## config.mk

```make
export PLATFORM = sky130hd
export DESIGN_NAME = ccc_lock_supervisor
export DESIGN_NICKNAME = d
export VERILOG_FILES = /design/src/rtl/ccc_lock_supervisor.sv
export SDC_FILE = /design/constraint.sdc
export NUM_CORES = 1
export LEC_CHECK = 0
export ABC_AREA = 1
export ABC_CLOCK_PERIOD_IN_PS = 1590
export CORE_MARGIN = 5
export CORE_UTILIZATION = 50
export CTS_BUF_LIST = sky130_fd_sc_hd__clkbuf_8
export DETAILED_ROUTE_END_ITERATION = 8
export GPL_ROUTABILITY_DRIVEN = 0
export PLACE_DENSITY = 0.74
export SKIP_CTS_REPAIR_TIMING = 1
export SLEW_MARGIN = 20
export SYNTH_ARGS = -nofsm -noshare
export SYNTH_HDL_FRONTEND = slang
export SYNTH_SLANG_ARGS = --single-unit
```

## constraint.sdc

```tcl
create_clock -name CLK -period 1.59 [get_ports CLK]
set_clock_uncertainty 0.05 [all_clocks]
set_input_delay 0.3975 -clock CLK [delete_from_list [all_inputs] [get_ports CLK]]
set_output_delay 0.3975 -clock CLK [all_outputs]
set_load 0.01 [all_outputs]
```

## src/rtl/ccc_lock_supervisor.sv

```systemverilog
// Lock supervisor for the FCCC GL0 domain: holds downstream logic in reset until CCC LOCK is stable
// and records lock losses. Optional no-lock watchdog enabled by defining LOCK_WATCHDOG_EN.
module ccc_lock_supervisor #(
  parameter int STABLE_CYCLES  = 1024,
  parameter int CNT_W          = 8,
  parameter int TIMEOUT_CYCLES = 65536
) (
  input  logic             CLK,
  input  logic             RESET,
  input  logic             LOCK,
  input  logic             CLR_STATUS,
  output logic             SYS_RESET,
  output logic             READY,
  output logic             LOCK_LOST,
  output logic [CNT_W-1:0] LOSS_COUNT,
  output logic             TIMEOUT
);

  localparam int SW = $clog2(STABLE_CYCLES);

  if (STABLE_CYCLES < 2 || TIMEOUT_CYCLES < 2) begin : g_param_check
    $error("ccc_lock_supervisor: STABLE_CYCLES and TIMEOUT_CYCLES must be >= 2");
  end

  typedef enum logic [1:0] {
    ST_WAIT   = 2'd0,
    ST_STABLE = 2'd1,
    ST_RUN    = 2'd2,
    ST_LOST   = 2'd3
  } state_t;

  state_t           state_q, state_d;
  logic [1:0]       sync_q, sync_d;
  logic [SW-1:0]    stab_cnt_q, stab_cnt_d;
  logic             sys_reset_q, sys_reset_d;
  logic             ready_q, ready_d;
  logic             lock_lost_q, lock_lost_d;
  logic [CNT_W-1:0] loss_count_q, loss_count_d;
  logic             lock_s;
  logic [CNT_W-1:0] loss_base_s;
  logic             lost_base_s;

  function automatic logic [CNT_W-1:0] sat_inc(input logic [CNT_W-1:0] v);
    if (&v) begin
      return v;
    end else begin
      return v + 1'b1;
    end
  endfunction

  assign lock_s = sync_q[1];

  // Next-state logic for the synchroniser, lock FSM and status registers.
  always_comb begin
    sync_d     = {sync_q[0], LOCK};
    state_d    = state_q;
    stab_cnt_d = stab_cnt_q;
    case (state_q)
      ST_WAIT: begin
        stab_cnt_d = '0;
        if (lock_s) begin
          state_d = ST_STABLE;
        end else begin
          state_d = ST_WAIT;
        end
      end
      ST_STABLE: begin
        if (!lock_s) begin
          state_d    = ST_WAIT;
          stab_cnt_d = '0;
        end else if (stab_cnt_q == SW'(STABLE_CYCLES - 1)) begin
          state_d    = ST_RUN;
          stab_cnt_d = '0;
        end else begin
          state_d    = ST_STABLE;
          stab_cnt_d = stab_cnt_q + 1'b1;
        end
      end
      ST_RUN: begin
        if (!lock_s) begin
          state_d = ST_LOST;
        end else begin
          state_d = ST_RUN;
        end
      end
      ST_LOST: begin
        state_d = ST_WAIT;
      end
      default: begin
        state_d    = ST_WAIT;
        stab_cnt_d = '0;
      end
    endcase

    sys_reset_d = (state_d != ST_RUN);
    ready_d     = (state_d == ST_RUN);

    // The loss increment is applied on top of a clear in the same cycle, so it wins.
    if (CLR_STATUS) begin
      loss_base_s = '0;
      lost_base_s = 1'b0;
    end else begin
      loss_base_s = loss_count_q;
      lost_base_s = lock_lost_q;
    end
    if (state_q == ST_LOST) begin
      loss_count_d = sat_inc(loss_base_s);
      lock_lost_d  = 1'b1;
    end else begin
      loss_count_d = loss_base_s;
      lock_lost_d  = lost_base_s;
    end
  end

  // State, synchroniser and registered outputs.
  always_ff @(posedge CLK) begin
    if (RESET) begin
      state_q      <= ST_WAIT;
      sync_q       <= 2'b00;
      stab_cnt_q   <= '0;
      sys_reset_q  <= 1'b1;
      ready_q      <= 1'b0;
      lock_lost_q  <= 1'b0;
      loss_count_q <= '0;
    end else begin
      state_q      <= state_d;
      sync_q       <= sync_d;
      stab_cnt_q   <= stab_cnt_d;
      sys_reset_q  <= sys_reset_d;
      ready_q      <= ready_d;
      lock_lost_q  <= lock_lost_d;
      loss_count_q <= loss_count_d;
    end
  end

  assign SYS_RESET  = sys_reset_q;
  assign READY      = ready_q;
  assign LOCK_LOST  = lock_lost_q;
  assign LOSS_COUNT = loss_count_q;

`ifdef LOCK_WATCHDOG_EN
  localparam int WW = $clog2(TIMEOUT_CYCLES);

  logic [WW-1:0] wd_cnt_q, wd_cnt_d;
  logic          timeout_q, timeout_d;
  logic          wd_counting_s;
  logic          wd_enter_run_s;
  logic          wd_hit_s;

  // No-lock watchdog: counts WAIT/STABLE cycles, flags once on reaching the limit.
  always_comb begin
    wd_counting_s  = (state_q == ST_WAIT) || (state_q == ST_STABLE);
    wd_enter_run_s = (state_d == ST_RUN) && (state_q != ST_RUN);
    wd_hit_s       = 1'b0;
    if (wd_enter_run_s) begin
      wd_cnt_d = '0;
    end else if (wd_counting_s && (wd_cnt_q != WW'(TIMEOUT_CYCLES - 1))) begin
      wd_cnt_d = wd_cnt_q + 1'b1;
      wd_hit_s = (wd_cnt_q == WW'(TIMEOUT_CYCLES - 2));
    end else begin
      wd_cnt_d = wd_cnt_q;
    end
    if (wd_hit_s) begin
      timeout_d = 1'b1;
    end else if (CLR_STATUS) begin
      timeout_d = 1'b0;
    end else begin
      timeout_d = timeout_q;
    end
  end

  // Watchdog registers.
  always_ff @(posedge CLK) begin
    if (RESET) begin
      wd_cnt_q  <= '0;
      timeout_q <= 1'b0;
    end else begin
      wd_cnt_q  <= wd_cnt_d;
      timeout_q <= timeout_d;
    end
  end

  assign TIMEOUT = timeout_q;
`else
  assign TIMEOUT = 1'b0;
`endif

endmodule
```

### Yosys cells after proc, flatten, opt, wreduce, memory -nomap -nowiden

Cells that the tools add are included.

| word-level totals | value |
|---|---|
| bits in registers | 25 |
| output and inout bits | 12 |
| logic and storage cells | 32 |

| cells by class | value |
|---|---|
| $add $sub $neg | 2 |
| equality and inequality tests | 6 |
| mux-type cells | 13 |
| reduce and logical (&&, ||, !) cells | 4 |

Operator list:

| operator | count |
|---|---|
| $mux 8 | 3 |
| $mux 10 | 2 |
| $pmux 10 s2 | 1 |
| $add 10x1->10 const B | 1 |
| $eq 10x10->1 const B | 1 |
| $add 8x1->8 const B | 1 |
| $pmux 2 s4 | 1 |
| $reduce_and 8->1 | 1 |
| $eq 2x2->1 const B | 3 |
| $mux 1 | 4 |
| $mux 2 | 2 |
| $reduce_bool 2->1 | 2 |
| $eq 2x1->1 const B | 1 |
| $logic_not 2->1 | 1 |
| $ne 2x2->1 const B | 1 |

### Depth between registers and ports, before layout

Gate-level depths: netlist of the first run.

| logic depth | value |
|---|---|
| word-level depth | 5 |
| gate-level depth with buffers | 11 |
| depth with buffers taken out | 10 |

### Worst setup path after synthesis of the first run

Ideal clock, no wire load.

| timing | value |
|---|---|
| kind | reg-to-reg |
| start | register loss_count_q[0] (netlist: LOSS_COUNT[0]) |
| end | register loss_count_q[5] (netlist: LOSS_COUNT[5]) |
| setup time | 0.110 ns |
| arrival time | 1.295 ns |
| slack | 0.135 ns |
| cell stages (with the launch flop) | 12 |
| buffers on the path | 1 |
| period minus slack after synthesis | 1.455 ns |
| path through | dfxtp_1 inv_1 nor2_1 ha_1 nand3_2 inv_2 nand2_2 buf_6 nand3_1 nand2_1 inv_1 nor2_1 |

| on the way | value |
|---|---|
| longest elaborated chain between the ends | 4 |
| elaborated cells between the ends (all ways) | 5 |
| classes of those cells | 1 x add/sub; 3 x mux; 1 x reduce/logical |

RTL lines:

| item | RTL line | RTL |
|---|---|---|
| start: declaration | 38 | `logic [CNT_W-1:0] loss_count_q, loss_count_d;` |
| start signal: assignment | 132 | `loss_count_q <= loss_count_d;` |
| $mux 8 (*) | 99 | `if (CLR_STATUS) begin` |
| $add 8x1->8 or $reduce_and 8->1 (tied branches) | 47, 44 |  |
| $mux 8 (*) | 44 | `if (&v) begin` |
| $mux 8 (*) | 106 | `if (state_q == ST_LOST) begin` |

Every way passes the cells marked *; elsewhere a longest branch is shown, timed or not.
A chain may end at the register's enable or synchronous reset.

### Final worst setup path of the first run

| timing | value |
|---|---|
| start | register stab_cnt_q[1] |
| end | register sys_reset_q (netlist: SYS_RESET) |

| on the way | value |
|---|---|
| longest elaborated chain between the ends | 5 |

RTL lines:

| item | RTL line | RTL |
|---|---|---|
| start: declaration | 34 | `logic [SW-1:0] stab_cnt_q, stab_cnt_d;` |
| start signal: assignment | 128 | `stab_cnt_q <= stab_cnt_d;` |
| $eq 10x10->1 | 71 | `end else if (stab_cnt_q == SW'(STABLE_CYCLES - 1)) begin` |
| $mux 2 | 71 |  |
| $mux 2 | 68 | `if (!lock_s) begin` |
| $pmux 2 s4 | 58 | `case (state_q)` |
| $ne 2x2->1 | 95 | `sys_reset_d = (state_d != ST_RUN);` |
| end signal: assignment | 129 | `sys_reset_q <= sys_reset_d;` |
| end: declaration | 35 | `logic sys_reset_q, sys_reset_d;` |

No other way between the ends.

==> results.yml, run 1 <==
floorplanning:
  die-area_um2: 3777
  initial_utilization: 0.5295
  die_h_um: 61.46
  rows: 18
  die_x_um: 61.46
  ios: 16
  core_area_um2: 2500
setup_path:
  required_ns: 1.72
  crit_fanout: 4
  worst_setup_path_start_kind: "flop"
  cp.arrival_ns: 1.60
  cp-end-kind: "flop"
  crit_type: "reg2reg"
  slowest_stage: "dfxtp_1"
  path_cells: "ha_2, nand4_1, nor2_2, nand2_1, o21ai_2, and2_1, nand2_1"
  crit_top_cell: "nand2_1"
  critPathMaxStageDelay_ns: 0.39
placement:
  dp_cells: 250
  dpl.hpwl_um: 2067
  port_buffers: 14
  post-place-ws_ns: -0.4246
  postPlaceCellArea_um2: 1553
flow_run:
  cap_violations: 0
clocking:
  clock_latency_ns: 0.28
  cts_num_sinks: 25
  clk_pin_slew_ns: 0.09
  numCtsBuffers: 3
  clock_path_buffers: 2
  htree_levels: 1
  root_buffer: "clkbuf_8"
  cts_tree: "done"
pwr:
  peakVddDrop_mv: 0.5371
  power.density_nw_per_um2: 644.8
  total_power_mw: 1.067
  p_leak_nw: 0.8770
sta:
  fin_crit_ns: 1.465
  maxSlewViolCount: 0
  fin_crit_sh: 0.9212
  fmax_mhz: 682.7
  timing.final.ws_setup_ns: 0.1252
  finalSetupViolCount: 0
  hold_viol: 0
status:
  status: "completed"
synthesis:
  syn_area_um2: 1324
  synthCells: 199
  synth_sequential_area_ratio: 0.3781
  synth.avg_cell_area_um2: 6.652
  muxShareOfSynthArea: 0
  synth_simple_gate_area_frac: 0.3705
  synthAdderAreaFrac: 0.01890
  synth_compound_area_frac: 0.09452
  synthXorXnorAreaFrac: 0.006616
  synthArstFlopShare: 0
  ys_warn_count: 0
  ys_ff_latch: 25
  synth_edf_count: 0
  yosys_most_used_dff: "dfxtp_1"
  ys_types: 28
  synth_top_family_by_area: "simple AND/OR/NAND/NOR gates"
  synth.net_count: 205
cells_and_area:
  stdcell_count: 254
  final_nets: 231
  area_growth_pct: 25.05
  antenna_cells: 0
  fin_util: 0.6622
  drive_gt1_frac: 0.1607
  final_area_um2: 1655
  fill_cells: 212
route:
  route.met2.wl_um: 1388
  drc_errors: 0
  wl_met1_um: 1331
  viasPerCell: 5.016
  ant_nets: 0
  first_pass_iters: 4
  vias: 1274
  wire_per_inst_um: 11.48
  met3WireLength_um: 141
  totalWireLength_um: 2915
  route.top_layer_used: "met4"
  drt_iter0_markers: 36
grt:
  grtUsageTotal: 0.1764
  grt_pass1_wl_um: 4899
  grt_pass1_vias: 1157
  gr-total-overflow: 0
  antenna_found_initial: 0
  grt_max_degree: 16
hold_path:
  min_path_type: "reg2reg"
==> layer usage <==
layer | up-vias | global-route usage
met5 | - | 0
met4 | 0 | 0.08788
met3 | 5 | 0.04193
met2 | 24 | 0.2900
met1 | 573 | 0.2149
li1 | 672 | -
==> power breakdown <==
part	switching, mW	leakage, nW	total (mW)	internal (mW)
combinational	0.0234	0.653	0.0397	0.0163
clock	0.219	0.0217	0.397	0.178
sequential	0.00192	0.202	0.631	0.629
total	0.244	0.877	1.07	0.823
==> registers in the layout, indices dropped and copies added (netlist names) <==
signal	count
stab_cnt_q	10
LOSS_COUNT	8
state_q	2
sync_q	2
LOCK_LOST	1
READY	1
SYS_RESET	1
==> per-stage QoR <==
step	hold slack, ns	TNS (ns)
after CTS	0.3720	-1.407
after global routing	0.4127	-0.01366
after detailed placement	0.3587	-3.253
final	0.3673	0
after floorplan	0.3383	0
after global placement	0.3476	-2.603
==> layout make-up <==
class / instances / area, µm² / area share
timing repair buffer: 28 / 275.3 / 0.1663
tap: 30 / 37.54 / 0.02268
clock inverter: 1 / 7.507 / 0.004535
inverter: 31 / 116.4 / 0.07029
sequential: 25 / 501.7 / 0.3031
multi-input combinational: 136 / 675.6 / 0.4082
clock buffer: 3 / 41.29 / 0.02494
==> critical path: cells and delay by family (launching register included) <==
family | cells | cell delay (ns)
AND/OR/NAND/NOR | 5 | 0.64
adder cells (fa/ha/maj) | 1 | 0.22
AO/OA/AOI/OAI | 1 | 0.08
flip-flops | 1 | 0.39
==> kinds of logic (layout without fill, tap and decap cells) <==
family	count (synthesis)	count (layout)
buffers and inverters	38	63
AOI/OAI and AO/OA	22	22
xor gates and xnor gates	1	1
other	1	1
and+or+nand+nor	110	110
adders and majority gates	2	2
DFF	25	25
==> cell usage after synthesis, types with 2 or more instances <==
cell type | instances | area [µm²]
nor2_1 | 17 | 63.81
buf_4 | 3 | 22.52
inv_1 | 30 | 112.6
nand2_1 | 54 | 202.7
a21oi_1 | 13 | 65.06
dfxtp_1 | 25 | 500.5
o21ai_0 | 3 | 15.01
ha_1 | 2 | 25.02
buf_6 | 2 | 22.52
nor3_1 | 2 | 10.01
nor2_2 | 9 | 56.30
nand4_1 | 7 | 43.79
nand3_1 | 17 | 85.08
==> worst paths after layout <==
| path | startpoint | to | slack (ns) | cells past startpoint |
|---|---|---|---|---|
| max | stab_cnt_q[1] | SYS_RESET | 0.13 | 7 |
| min | sync_q[0] | sync_q[1] | 0.37 | 2 |
| max reg2reg | stab_cnt_q[1] | SYS_RESET | 0.13 | 7 |
| min reg2reg | sync_q[0] | sync_q[1] | 0.37 | 2 |
==> placed cells by master (no fill, tap or decap), types with 2 or more instances in the layout <==
master and n:
nor2_4 2, nor2_2 9, o21ai_0 3, clkdlybuf4s50_1 2, buf_4 14, clkbuf_8 3
a21oi_1 13, nor3_1 2, nand4_1 7, nand2_1 54, nand3_1 17, inv_1 30
dfxtp_1 24, nor2_1 15, dlymetal6s2s_1 12
Note: power is estimated with default switching activity, not from simulation.
==> run 2: changes to the inputs <==
--- a/config.mk
+++ b/config.mk
@@ -13,6 +13,7 @@
 export DETAILED_ROUTE_END_ITERATION = 8
 export GPL_ROUTABILITY_DRIVEN = 0
 export PLACE_DENSITY = 0.74
+export REMOVE_ABC_BUFFERS = 1
 export SKIP_CTS_REPAIR_TIMING = 1
 export SLEW_MARGIN = 20
 export SYNTH_ARGS = -nofsm -noshare
==> results.yml, run 2 (synthesized netlist as in run 1, its figures left out) <==
hold_path:
  min_path_type: "reg2reg"
  holdPathStages: 2
  holdCritStartpoint: "sync_q[0]"
  hold-path-endpoint: "sync_q[1]"
sta:
  rsz0062_at_grt: "no"
  finalSetupViolCount: 0
  fin_crit_ns: 1.474
  maxSlewViolCount: 0
  fmax_mhz: 678.3
  fin_crit_sh: 0.9273
  whs_ns: 0.3623
  hold_viol: 0
setup_path:
  required_ns: 1.71
  cp.arrival_ns: 1.60
  crit_type: "reg2reg"
  crit_fanout: 4
  cp-end-kind: "flop"
  worst_setup_path_start_kind: "flop"
  rr_endpoint: "SYS_RESET"
  r2r_cells: 7
  r2r_slack_ns: 0.12
  r2r_start: "stab_cnt_q[1]"
floorplanning:
  die-area_um2: 3777
  die_x_um: 61.46
  ios: 16
  rows: 18
  die_h_um: 61.46
  core_area_um2: 2500
  initial_utilization: 0.5295
route:
  wire_per_inst_um: 11.25
  drt_iter0_markers: 65
  first_pass_iters: 4
  ant_nets: 0
  viasPerCell: 5.101
  vias: 1311
  drc_errors: 0
  totalWireLength_um: 2890
pwr:
  power.density_nw_per_um2: 631.9
  peakVddDrop_mv: 0.5070
  p_leak_nw: 0.8917
  total_power_mw: 1.059
cells_and_area:
  drive_gt1_frac: 0.1806
  regMostFlops: "stab_cnt_q"
  fin_util: 0.6702
  most-common-layout-cells: "54 x nand2_1, 30 x inv_1, 24 x dfxtp_1, 17 x nand3_1, 17 x buf_4"
  final_nets: 234
  final_area_um2: 1675
  layout_commonest_cell: "nand2_1"
  largest_reg_flops: 10
  area_growth_pct: 26.56
  antenna_cells: 0
clocking:
  cts_num_sinks: 25
  clk_pin_slew_ns: 0.09
  root_buffer: "clkbuf_8"
  numCtsBuffers: 3
  clock_path_buffers: 2
  cts_tree: "done"
  clock_latency_ns: 0.27
  htree_levels: 1
grt:
  grtUsageTotal: 0.1615
  gr-total-overflow: 0
  grt_max_degree: 15
  grt_pass1_wl_um: 4698
  antenna_found_initial: 0
  grt_pass1_vias: 1170
placement:
  dpl.hpwl_um: 2084
  postPlaceCellArea_um2: 1575
  port_buffers: 14
status:
  status: "completed"
flow_run:
  cap_violations: 0
run 2: cell count changes in the layout (fill, tap and decap cells not counted):
cell        change
buf_4           +3
clkinv_2        +1
clkinvlp_4      -1
ha_1            -1
ha_2            +1
nor2_1          -1
nor2_2          +2
nor2_4          -1
run 2: routing by layer:
| metal | vias up | global-route usage | share of wire |
|---|---|---|---|
| li1 | 679 | - | - |
| met1 | 602 | 0.1965 | 0.46 |
| met2 | 28 | 0.2946 | 0.48 |
| met3 | 2 | 0.02935 | 0.049 |
| met4 | 0 | 0.03636 | 0.0055 |
| met5 | - | 0 | 0 |
run 2: worst max-delay path: stages (launching register included):
cell and delay, ns:
dfxtp_1 0.40, ha_2 0.22, nand4_1 0.15, nor2_2 0.19, nand2_1 0.10, o21ai_2 0.07
and2_1 0.15, nand2_1 0.05
run 2: power by group:
part	internal, mW	leakage [nW]	switching, mW
clock network	0.175	0.0255	0.207
registers	0.629	0.202	0.00191
logic	0.0210	0.664	0.0242
run 2: final cells by class:
class / instances / area, µm²
fillers: 204 / 824.5
multi-input cells: 136 / 675.6
flip-flops and latches: 25 / 501.7
clock inverters: 1 / 5.005
inverters: 31 / 116.4
well taps: 30 / 37.54
clock buffers: 3 / 41.29
repair buffers: 31 / 297.8
run 2: worst max-delay path by stage:
| stage | start | to | slack (ns) | cells after the start |
|---|---|---|---|---|
| after floorplan | stab_cnt_q[0] | SYS_RESET | 0.14 | 7 |
| after global routing | stab_cnt_q[1] | READY | 0.0004 | 7 |
| final | stab_cnt_q[1] | SYS_RESET | 0.12 | 7 |
| after detailed placement | CLR_STATUS | LOSS_COUNT[6] | -0.45 | 8 |
| after CTS | CLR_STATUS | LOSS_COUNT[6] | -0.17 | 8 |
| after global placement | CLR_STATUS | LOSS_COUNT[1] | -0.33 | 9 |
run 2: metrics by stage:
stage | TNS [ns] | instances | setup slack, ns
finish | 0 | 257 | 0.1156
global placement | -2.517 | 253 | -0.3328
CTS | -1.477 | 257 | -0.1692
detailed placement | -3.465 | 253 | -0.4532
floorplan | 0 | 192 | 0.1396
global route | 0 | 257 | 0.0004471
